$ cat src/rtl/cellrv32_package.sv
// Shared types for the vector register rename stage.
// TicketBits : default producer-ticket width.
// PhysIdxW   : physical register index width for the default 64-entry file.
// ren_instr_t: one renamed instruction as seen at the rename output.
package cellrv32_package;

  localparam int unsigned TicketBits = 4;
  localparam int unsigned PhysIdxW   = 6;

  typedef struct packed {
    logic [PhysIdxW-1:0]   pdst;
    logic [PhysIdxW-1:0]   psrc1;
    logic [PhysIdxW-1:0]   psrc2;
    logic [PhysIdxW-1:0]   old_pdst;
    logic [TicketBits-1:0] ticket;
    logic [TicketBits-1:0] src1_ticket;
    logic [TicketBits-1:0] src2_ticket;
  } ren_instr_t;

endpackage

$ cat src/rtl/vreg_rename_fl_if.sv
// Rename stage bus: instruction input handshake, renamed output handshake and the commit
// release port.
// master: producer of instructions / consumer of renamed results / commit source.
// slave : the rename block.
interface vreg_rename_fl_if import cellrv32_package::*; #(
  parameter int unsigned ARCH_REGS   = 32,
  parameter int unsigned PHYS_REGS   = 64,
  parameter int unsigned TICKET_BITS = TicketBits
);
  localparam int unsigned ArchW = $clog2(ARCH_REGS);
  localparam int unsigned PhysW = $clog2(PHYS_REGS);

  logic                   in_valid_i;
  logic                   in_ready_o;
  logic [ArchW-1:0]       in_dst_i;
  logic [ArchW-1:0]       in_src1_i;
  logic [ArchW-1:0]       in_src2_i;
  logic                   in_wr_dst_i;

  logic                   out_valid_o;
  logic                   out_ready_i;
  logic [PhysW-1:0]       out_pdst_o;
  logic [PhysW-1:0]       out_psrc1_o;
  logic [PhysW-1:0]       out_psrc2_o;
  logic [PhysW-1:0]       out_old_pdst_o;
  logic [TICKET_BITS-1:0] out_ticket_o;
  logic [TICKET_BITS-1:0] out_src1_ticket_o;
  logic [TICKET_BITS-1:0] out_src2_ticket_o;

  logic                   commit_valid_i;
  logic [PhysW-1:0]       commit_old_pdst_i;

  modport master (
    output in_valid_i, in_dst_i, in_src1_i, in_src2_i, in_wr_dst_i, out_ready_i,
    output commit_valid_i, commit_old_pdst_i,
    input  in_ready_o, out_valid_o, out_pdst_o, out_psrc1_o, out_psrc2_o, out_old_pdst_o,
    input  out_ticket_o, out_src1_ticket_o, out_src2_ticket_o
  );

  modport slave (
    input  in_valid_i, in_dst_i, in_src1_i, in_src2_i, in_wr_dst_i, out_ready_i,
    input  commit_valid_i, commit_old_pdst_i,
    output in_ready_o, out_valid_o, out_pdst_o, out_psrc1_o, out_psrc2_o, out_old_pdst_o,
    output out_ticket_o, out_src1_ticket_o, out_src2_ticket_o
  );

endinterface

$ cat src/rtl/vreg_free_fifo.sv
// Circular free list of physical registers.
// Ports: clk_i/rstn_i (async active-low), flush_i (sync restore of reset contents),
//        pop_i/head_o (allocate head entry), push_i/push_data_i (release into tail),
//        count_o (occupancy), ovf_o (push attempted while full; the push is dropped).
// Reset contents: InitBase, InitBase+1, ... InitBase+Depth-1, head at slot 0, full.
module vreg_free_fifo #(
  parameter int unsigned Depth    = 32,
  parameter int unsigned DataW    = 6,
  parameter int unsigned InitBase = 32
) (
  input  logic                         clk_i,
  input  logic                         rstn_i,
  input  logic                         flush_i,
  input  logic                         pop_i,
  input  logic                         push_i,
  input  logic [DataW-1:0]             push_data_i,
  output logic [DataW-1:0]             head_o,
  output logic [$clog2(Depth+1)-1:0]   count_o,
  output logic                         ovf_o
);
  localparam int unsigned PtrW = (Depth > 1) ? $clog2(Depth) : 1;
  localparam int unsigned CntW = $clog2(Depth + 1);

  logic [DataW-1:0] mem_q [Depth];
  logic [DataW-1:0] mem_d [Depth];
  logic [PtrW-1:0]  head_q, head_d;
  logic [PtrW-1:0]  tail_q, tail_d;
  logic [CntW-1:0]  count_q, count_d;
  logic             do_pop, do_push;

  always_comb begin
    mem_d   = mem_q;
    head_d  = head_q;
    tail_d  = tail_q;
    count_d = count_q;
    do_pop  = pop_i & (count_q != '0);
    // Full means drop, even if a pop frees a slot in the same cycle.
    do_push = push_i & (count_q != CntW'(Depth));
    ovf_o   = push_i & (count_q == CntW'(Depth));

    if (flush_i) begin
      for (int unsigned i = 0; i < Depth; i++) begin
        mem_d[i] = DataW'(InitBase + i);
      end
      head_d  = '0;
      tail_d  = '0;
      count_d = CntW'(Depth);
    end else begin
      if (do_push) begin
        mem_d[tail_q] = push_data_i;
        tail_d = (tail_q == PtrW'(Depth - 1)) ? '0 : tail_q + PtrW'(1);
      end
      if (do_pop) begin
        head_d = (head_q == PtrW'(Depth - 1)) ? '0 : head_q + PtrW'(1);
      end
      if (do_push && !do_pop) begin
        count_d = count_q + CntW'(1);
      end else if (do_pop && !do_push) begin
        count_d = count_q - CntW'(1);
      end
    end
  end

  always_ff @(posedge clk_i or negedge rstn_i) begin
    if (!rstn_i) begin
      for (int unsigned i = 0; i < Depth; i++) begin
        mem_q[i] <= DataW'(InitBase + i);
      end
      head_q  <= '0;
      tail_q  <= '0;
      count_q <= CntW'(Depth);
    end else begin
      mem_q   <= mem_d;
      head_q  <= head_d;
      tail_q  <= tail_d;
      count_q <= count_d;
    end
  end

  // Entries pushed this cycle only become visible next cycle.
  assign head_o  = mem_q[head_q];
  assign count_o = count_q;

endmodule

$ cat src/rtl/vreg_rename_fl.sv
// Vector register rename stage with free list, RAT and producer-ticket table.
// Ports: clk_i, rstn_i (async active-low), flush_i (one-cycle restore of reset state,
//        err_o kept), ren_if (slave: instruction in, renamed out, commit release),
//        free_count_o (free physical registers), err_o (sticky: release into a full list),
//        is_idle_o (no input offered and no output held).
module vreg_rename_fl import cellrv32_package::*; #(
  parameter int unsigned ARCH_REGS   = 32,
  parameter int unsigned PHYS_REGS   = 64,
  parameter int unsigned TICKET_BITS = TicketBits
) (
  input  logic                        clk_i,
  input  logic                        rstn_i,
  input  logic                        flush_i,
  vreg_rename_fl_if.slave             ren_if,
  output logic [$clog2(PHYS_REGS):0]  free_count_o,
  output logic                        err_o,
  output logic                        is_idle_o
);
  localparam int unsigned PhysW   = $clog2(PHYS_REGS);
  localparam int unsigned FlDepth = PHYS_REGS - ARCH_REGS;
  localparam int unsigned FlCntW  = $clog2(FlDepth + 1);

  logic [PhysW-1:0]       rat_q      [ARCH_REGS];
  logic [PhysW-1:0]       rat_d      [ARCH_REGS];
  logic [TICKET_BITS-1:0] last_tkt_q [ARCH_REGS];
  logic [TICKET_BITS-1:0] last_tkt_d [ARCH_REGS];
  logic [TICKET_BITS-1:0] ticket_q, ticket_d;

  logic                   out_valid_q, out_valid_d;
  logic [PhysW-1:0]       pdst_q, pdst_d;
  logic [PhysW-1:0]       psrc1_q, psrc1_d;
  logic [PhysW-1:0]       psrc2_q, psrc2_d;
  logic [PhysW-1:0]       old_pdst_q, old_pdst_d;
  logic [TICKET_BITS-1:0] otkt_q, otkt_d;
  logic [TICKET_BITS-1:0] s1tkt_q, s1tkt_d;
  logic [TICKET_BITS-1:0] s2tkt_q, s2tkt_d;
  logic                   err_q, err_d;

  logic                   in_ready, accept, fl_pop, fl_push, fl_ovf;
  logic [PhysW-1:0]       fl_head;
  logic [FlCntW-1:0]      fl_count;
  logic [TICKET_BITS-1:0] s1_last, s2_last;

  vreg_free_fifo #(
    .Depth    (FlDepth),
    .DataW    (PhysW),
    .InitBase (ARCH_REGS)
  ) u_free_fifo (
    .clk_i       (clk_i),
    .rstn_i      (rstn_i),
    .flush_i     (flush_i),
    .pop_i       (fl_pop),
    .push_i      (fl_push),
    .push_data_i (ren_if.commit_old_pdst_i),
    .head_o      (fl_head),
    .count_o     (fl_count),
    .ovf_o       (fl_ovf)
  );

  always_comb begin
    in_ready = (~out_valid_q | ren_if.out_ready_i)
             & (~ren_if.in_wr_dst_i | (fl_count != '0))
             & ~flush_i;
    accept   = ren_if.in_valid_i & in_ready;
    fl_pop   = accept & ren_if.in_wr_dst_i;
    fl_push  = ren_if.commit_valid_i & ~flush_i;
    s1_last  = last_tkt_q[ren_if.in_src1_i];
    s2_last  = last_tkt_q[ren_if.in_src2_i];

    rat_d       = rat_q;
    last_tkt_d  = last_tkt_q;
    ticket_d    = ticket_q;
    out_valid_d = out_valid_q;
    pdst_d      = pdst_q;
    psrc1_d     = psrc1_q;
    psrc2_d     = psrc2_q;
    old_pdst_d  = old_pdst_q;
    otkt_d      = otkt_q;
    s1tkt_d     = s1tkt_q;
    s2tkt_d     = s2tkt_q;
    err_d       = err_q | fl_ovf;

    if (flush_i) begin
      for (int unsigned i = 0; i < ARCH_REGS; i++) begin
        rat_d[i]      = PhysW'(i);
        last_tkt_d[i] = '0;
      end
      ticket_d    = TICKET_BITS'(1);
      out_valid_d = 1'b0;
      pdst_d      = '0;
      psrc1_d     = '0;
      psrc2_d     = '0;
      old_pdst_d  = '0;
      otkt_d      = '0;
      s1tkt_d     = '0;
      s2tkt_d     = '0;
    end else begin
      if (ren_if.out_ready_i) begin
        out_valid_d = 1'b0;
      end
      if (accept) begin
        // Sources and old mapping come from the RAT before this instruction's own update.
        out_valid_d = 1'b1;
        old_pdst_d  = rat_q[ren_if.in_dst_i];
        pdst_d      = ren_if.in_wr_dst_i ? fl_head : rat_q[ren_if.in_dst_i];
        psrc1_d     = rat_q[ren_if.in_src1_i];
        psrc2_d     = rat_q[ren_if.in_src2_i];
        otkt_d      = ticket_q;
        // A zero entry means no producer in flight; fall back to the own ticket.
        s1tkt_d     = (s1_last != '0) ? s1_last : ticket_q;
        s2tkt_d     = (s2_last != '0) ? s2_last : ticket_q;
        ticket_d    = (ticket_q == '1) ? TICKET_BITS'(1) : ticket_q + TICKET_BITS'(1);
        if (ren_if.in_wr_dst_i) begin
          rat_d[ren_if.in_dst_i]      = fl_head;
          last_tkt_d[ren_if.in_dst_i] = ticket_q;
        end
      end
    end
  end

  always_ff @(posedge clk_i or negedge rstn_i) begin
    if (!rstn_i) begin
      for (int unsigned i = 0; i < ARCH_REGS; i++) begin
        rat_q[i]      <= PhysW'(i);
        last_tkt_q[i] <= '0;
      end
      ticket_q    <= TICKET_BITS'(1);
      out_valid_q <= 1'b0;
      pdst_q      <= '0;
      psrc1_q     <= '0;
      psrc2_q     <= '0;
      old_pdst_q  <= '0;
      otkt_q      <= '0;
      s1tkt_q     <= '0;
      s2tkt_q     <= '0;
      err_q       <= 1'b0;
    end else begin
      rat_q       <= rat_d;
      last_tkt_q  <= last_tkt_d;
      ticket_q    <= ticket_d;
      out_valid_q <= out_valid_d;
      pdst_q      <= pdst_d;
      psrc1_q     <= psrc1_d;
      psrc2_q     <= psrc2_d;
      old_pdst_q  <= old_pdst_d;
      otkt_q      <= otkt_d;
      s1tkt_q     <= s1tkt_d;
      s2tkt_q     <= s2tkt_d;
      err_q       <= err_d;
    end
  end

  assign ren_if.in_ready_o        = in_ready;
  assign ren_if.out_valid_o       = out_valid_q;
  assign ren_if.out_pdst_o        = pdst_q;
  assign ren_if.out_psrc1_o       = psrc1_q;
  assign ren_if.out_psrc2_o       = psrc2_q;
  assign ren_if.out_old_pdst_o    = old_pdst_q;
  assign ren_if.out_ticket_o      = otkt_q;
  assign ren_if.out_src1_ticket_o = s1tkt_q;
  assign ren_if.out_src2_ticket_o = s2tkt_q;

  assign free_count_o = ($clog2(PHYS_REGS) + 1)'(fl_count);
  assign err_o        = err_q;
  assign is_idle_o    = ~ren_if.in_valid_i & ~out_valid_q;

endmodule

$ cat src/flat_wrapper.sv
// flat-port wrapper written by rule: the top's interface ports become plain ports
module vreg_rename_fl_flat import cellrv32_package::*;
#(
  parameter int unsigned ARCH_REGS   = 32,
  parameter int unsigned PHYS_REGS   = 64,
  parameter int unsigned TICKET_BITS = TicketBits
)
  (clk_i, rstn_i, flush_i, free_count_o, err_o, is_idle_o, ren_if_in_valid_i, ren_if_in_dst_i, ren_if_in_src1_i, ren_if_in_src2_i, ren_if_in_wr_dst_i, ren_if_out_ready_i, ren_if_commit_valid_i, ren_if_commit_old_pdst_i, ren_if_in_ready_o, ren_if_out_valid_o, ren_if_out_pdst_o, ren_if_out_psrc1_o, ren_if_out_psrc2_o, ren_if_out_old_pdst_o, ren_if_out_ticket_o, ren_if_out_src1_ticket_o, ren_if_out_src2_ticket_o);
  vreg_rename_fl_if #(.ARCH_REGS(ARCH_REGS), .PHYS_REGS(PHYS_REGS), .TICKET_BITS(TICKET_BITS)) ren_if_i ();
  input  logic clk_i;
  input  logic rstn_i;
  input  logic flush_i;
  output logic [$clog2(PHYS_REGS):0] free_count_o;
  output logic err_o;
  output logic is_idle_o;
  input wire logic [$bits(ren_if_i.in_valid_i)-1:0] ren_if_in_valid_i;
  input wire logic [$bits(ren_if_i.in_dst_i)-1:0] ren_if_in_dst_i;
  input wire logic [$bits(ren_if_i.in_src1_i)-1:0] ren_if_in_src1_i;
  input wire logic [$bits(ren_if_i.in_src2_i)-1:0] ren_if_in_src2_i;
  input wire logic [$bits(ren_if_i.in_wr_dst_i)-1:0] ren_if_in_wr_dst_i;
  input wire logic [$bits(ren_if_i.out_ready_i)-1:0] ren_if_out_ready_i;
  input wire logic [$bits(ren_if_i.commit_valid_i)-1:0] ren_if_commit_valid_i;
  input wire logic [$bits(ren_if_i.commit_old_pdst_i)-1:0] ren_if_commit_old_pdst_i;
  output wire logic [$bits(ren_if_i.in_ready_o)-1:0] ren_if_in_ready_o;
  output wire logic [$bits(ren_if_i.out_valid_o)-1:0] ren_if_out_valid_o;
  output wire logic [$bits(ren_if_i.out_pdst_o)-1:0] ren_if_out_pdst_o;
  output wire logic [$bits(ren_if_i.out_psrc1_o)-1:0] ren_if_out_psrc1_o;
  output wire logic [$bits(ren_if_i.out_psrc2_o)-1:0] ren_if_out_psrc2_o;
  output wire logic [$bits(ren_if_i.out_old_pdst_o)-1:0] ren_if_out_old_pdst_o;
  output wire logic [$bits(ren_if_i.out_ticket_o)-1:0] ren_if_out_ticket_o;
  output wire logic [$bits(ren_if_i.out_src1_ticket_o)-1:0] ren_if_out_src1_ticket_o;
  output wire logic [$bits(ren_if_i.out_src2_ticket_o)-1:0] ren_if_out_src2_ticket_o;
  assign ren_if_i.in_valid_i = ren_if_in_valid_i;
  assign ren_if_i.in_dst_i = ren_if_in_dst_i;
  assign ren_if_i.in_src1_i = ren_if_in_src1_i;
  assign ren_if_i.in_src2_i = ren_if_in_src2_i;
  assign ren_if_i.in_wr_dst_i = ren_if_in_wr_dst_i;
  assign ren_if_i.out_ready_i = ren_if_out_ready_i;
  assign ren_if_i.commit_valid_i = ren_if_commit_valid_i;
  assign ren_if_i.commit_old_pdst_i = ren_if_commit_old_pdst_i;
  assign ren_if_in_ready_o = ren_if_i.in_ready_o;
  assign ren_if_out_valid_o = ren_if_i.out_valid_o;
  assign ren_if_out_pdst_o = ren_if_i.out_pdst_o;
  assign ren_if_out_psrc1_o = ren_if_i.out_psrc1_o;
  assign ren_if_out_psrc2_o = ren_if_i.out_psrc2_o;
  assign ren_if_out_old_pdst_o = ren_if_i.out_old_pdst_o;
  assign ren_if_out_ticket_o = ren_if_i.out_ticket_o;
  assign ren_if_out_src1_ticket_o = ren_if_i.out_src1_ticket_o;
  assign ren_if_out_src2_ticket_o = ren_if_i.out_src2_ticket_o;
  vreg_rename_fl #(.ARCH_REGS(ARCH_REGS), .PHYS_REGS(PHYS_REGS), .TICKET_BITS(TICKET_BITS)) u_core (.clk_i(clk_i), .rstn_i(rstn_i), .flush_i(flush_i), .ren_if(ren_if_i), .free_count_o(free_count_o), .err_o(err_o), .is_idle_o(is_idle_o));
endmodule
$ cat config.mk
export PLATFORM = sky130hd
export DESIGN_NAME = vreg_rename_fl_flat
export DESIGN_NICKNAME = d
export VERILOG_FILES = /design/src/rtl/cellrv32_package.sv /design/src/rtl/vreg_rename_fl_if.sv /design/src/rtl/vreg_free_fifo.sv /design/src/rtl/vreg_rename_fl.sv /design/src/flat_wrapper.sv
export SDC_FILE = /design/constraint.sdc
export NUM_CORES = 1
export LEC_CHECK = 0
export CAP_MARGIN = 25
export CORE_UTILIZATION = 49
export DETAILED_ROUTE_END_ITERATION = 6
export GPL_ROUTABILITY_DRIVEN = 0
export GPL_TIMING_DRIVEN = 0
export PLACE_DENSITY = 0.65
export SYNTH_ARGS = -nofsm -noshare
export SYNTH_HDL_FRONTEND = slang
export SYNTH_SLANG_ARGS = --single-unit
$ cat constraint.sdc
create_clock -name clk_i -period 5.9 [get_ports clk_i]
set_input_delay 1.18 -clock clk_i [delete_from_list [all_inputs] [get_ports clk_i]]
set_output_delay 1.18 -clock clk_i [all_outputs]
set_load 0.01 [all_outputs]
==> flow_summary.ini <==
[status]
outcome = finished with violations
violations = DRC

[grt]
busiest_layer = met2
grt_pass1_wl_um = 178000
track_usage = 0.359
gr-usage-met2 = 0.520
grt_pass1_vias = 27000
grt_use_met3 = 0.114
grt_max_degree = 126
antenna_found_initial = 4
grt_overflow = 0
use_met1 = 0.491

[synth]
synth_area_um2 = 32700
ys_ff_latch = 570
ys_types = 55
syn_inst = 2889
synthesis.nets = 2930
ys_warn_count = 0
ys_seq_area_frac = 0.443
synthFlopType = dfrtp_1
synth-edff-count = 0
synth_area_per_cell_um2 = 11.3
async_flop_share = 1.00

[finish]
layout_commonest_cell = dfrtp_1
syn2layout_area_growth_pct = 13.1
n_fill_cell = 5557
final_nets = 3077
fin_util = 0.562
drive_gt1_frac = 0.219
final_cell_mix = 376 x dfrtp_1, 327 x nand2_1, 313 x mux2i_1, 244 x mux4_2, 206 x o21ai_0

[timing]
hold_viol_final = 0
grt_setup_unrepaired = no
fin_ws_ns = 1.20
setup-violations-final = 0
report.final.slew_viol_count = 0
fin_tns_setup_ns = 0
period_needed_ns = 4.70
skew_ns = 0.0304
whs_ns = 0.482
tightest_slew_ns = 1.14
finalCritPeriodShare = 0.796
fmax_mhz = 213
maxSlewHeadroom = 0.238

[setup_path]
cp-end-kind = flop
arrival_ns = 5.21
crit_fanout = 10
worstSetupPathType = in2reg
cp_data_required_time_ns = 6.41
start_kind = input port

[clock_tree]
clkTransAtPathRegs_ns = 0.06
cts_tree = done
clock-sinks = 570
root_buffer = clkbuf_16
numCtsBuffers = 66
postCtsSetupRepairBufs = 0
insertion_delay_ns = 0.62
holdBufCountCts = 0
ctsResizeCount = 0
htree_num_levels = 3
clockBufferDepth = 3

[placement]
pre_cts_ws_ns = 0.746
io_buffers = 65
hpwl_um = 85100

[routing]
ant_nets = 0
vias = 27000
drt_iter0_drc = 3829
viasPerCell = 6.82
drc_errors = 1
routed_wl_um = 120000
firstDrtPassIters = 7
post_drt_wl_per_cell_um = 30.2

[die]
die_y_um = 260
ios = 75
initial_core_util = 0.497
rows = 94
die_area_um2 = 67800
fp.coreArea_um2 = 65900
fp.dieW_um = 260

[pwr]
power.leakage_nw = 13.8
irDropWorstVdd_uv = 167
power_density_nw_per_um2 = 267
power_mw = 9.89

[job]
cap_viol_max_count = 0

[hold_path]
hp-class = reg2reg
[per-stage QoR]
stage          cell area (um^2)  instances
3_5_place_dp              34600       3828
5_1_grt                   37000       3954
3_3_place_gp              34400       3818
4_1_cts                   37000       3950
2_1_floorplan             32700       2889
6_report                  37000       3958
[power breakdown]
part           switching [mW]  internal [mW]  total (mW)
logic                   0.924          0.467        1.39
clock network            1.79           2.65        4.44
registers              0.0650           3.99        4.06
[worst paths after layout]
| kind | start | endpoint | slack (ns) | cells past startpoint |
|---|---|---|---|---|
| worst max-delay path | ren_if_in_wr_dst_i | u_core.u_free_fifo.count_o[5] | 1.20 | 14 |
| worst min-delay path | u_core.err_o | u_core.err_o | 0.48 | 1 |
| worst max register to register | u_core.u_free_fifo.count_o[0] | u_core.u_free_fifo.count_o[5] | 1.36 | 13 |
| worst min register to register | u_core.err_o | u_core.err_o | 0.48 | 1 |
| max in group asynchronous | rstn_i | u_core.last_tkt_q[16] | 3.56 | 4 |
| min in group asynchronous | rstn_i | u_core.u_free_fifo.count_o[0] | 0.52 | 1 |
[per-layer routing]
| metal | wire length [um] | vias to the layer above |
|---|---|---|
| met1 | 46100 | 13700 |
| met4 | 6020 | 4 |
| met2 | 52000 | 1970 |
| met3 | 15600 | 401 |
| met5 | 23 | - |
| li1 | - | 10900 |
[worst max-delay path, cell delays in order]
cell and delay, ns:
clkdlybuf4s50_1 0.72, and4b_1 0.42, clkbuf_1 0.23, nand2_2 0.20, buf_2 0.34, buf_2 0.34, nand2_1 0.23, ha_1 0.35
a211oi_1 0.26, o21bai_1 0.11, a21oi_1 0.25, nor3b_1 0.28, nor4_1 0.07, a211oi_1 0.22
[synthesized netlist by cell type (9+ instances only)]
library cell / number / area, um^2
nand3b_1: 125 / 938
a21oi_1: 89 / 445
buf_1: 31 / 116
nor3_2: 9 / 90.1
buf_2: 65 / 325
or3b_2: 10 / 87.6
mux4_2: 244 / 5500
o22ai_1: 80 / 500
a211o_1: 26 / 228
a22oi_1: 12 / 90.1
mux2i_1: 313 / 3130
clkbuf_1: 178 / 668
o31a_1: 80 / 701
nor4_1: 18 / 113
o21ai_0: 206 / 1030
nand3_1: 12 / 60.1
nand2b_1: 153 / 957
nand2_1: 327 / 1230
ha_1: 12 / 150
inv_1: 14 / 52.6
dfrtp_1: 376 / 9410
buf_4: 17 / 128
nor3_1: 18 / 90.1
nor2_1: 175 / 657
dfstp_2: 194 / 5100
nor2b_1: 12 / 75.1
[sequential cells by signal, indices dropped and copies added, names as in the netlist]
signal	count
u_core.err_o	1
u_core.last_tkt_q	128
u_core.rat_q	192
u_core.ren_if.out_old_pdst_o	6
u_core.ren_if.out_pdst_o	6
u_core.ren_if.out_psrc1_o	6
u_core.ren_if.out_psrc2_o	6
u_core.ren_if.out_src1_ticket_o	4
u_core.ren_if.out_src2_ticket_o	4
u_core.ren_if.out_ticket_o	4
u_core.ren_if.out_valid_o	1
u_core.ticket_q	4
u_core.u_free_fifo.count_o	6
u_core.u_free_fifo.head_q	5
u_core.u_free_fifo.mem_q	192
u_core.u_free_fifo.tail_q	5
[kinds of logic after synthesis]
logic type | share of synthesized area
AND/OR/NAND/NOR | 0.142
flip-flops | 0.443
multiplexers | 0.268
AO/OA/AOI/OAI | 0.0991
buffers and inverters | 0.0408
adder cells (fa/ha/maj) | 0.00520
XOR/XNOR | 0.00107
other | 0.000115
[layout make-up]
| cell class | instances | area [um^2] | area share |
|---|---|---|---|
| multi-input cells | 2010 | 16900 | 0.456 |
| plain buffers | 295 | 1280 | 0.0347 |
| repair buffers | 79 | 876 | 0.0237 |
| inverters | 14 | 52.6 | 0.00142 |
| diodes | 4 | 10.0 | 0.000271 |
| clock inverters | 18 | 280 | 0.00757 |
| flip-flops and latches | 570 | 14500 | 0.392 |
| clock buffers | 104 | 2040 | 0.0551 |
| well taps | 864 | 1080 | 0.0292 |
(Power assumes the default switching activity.)
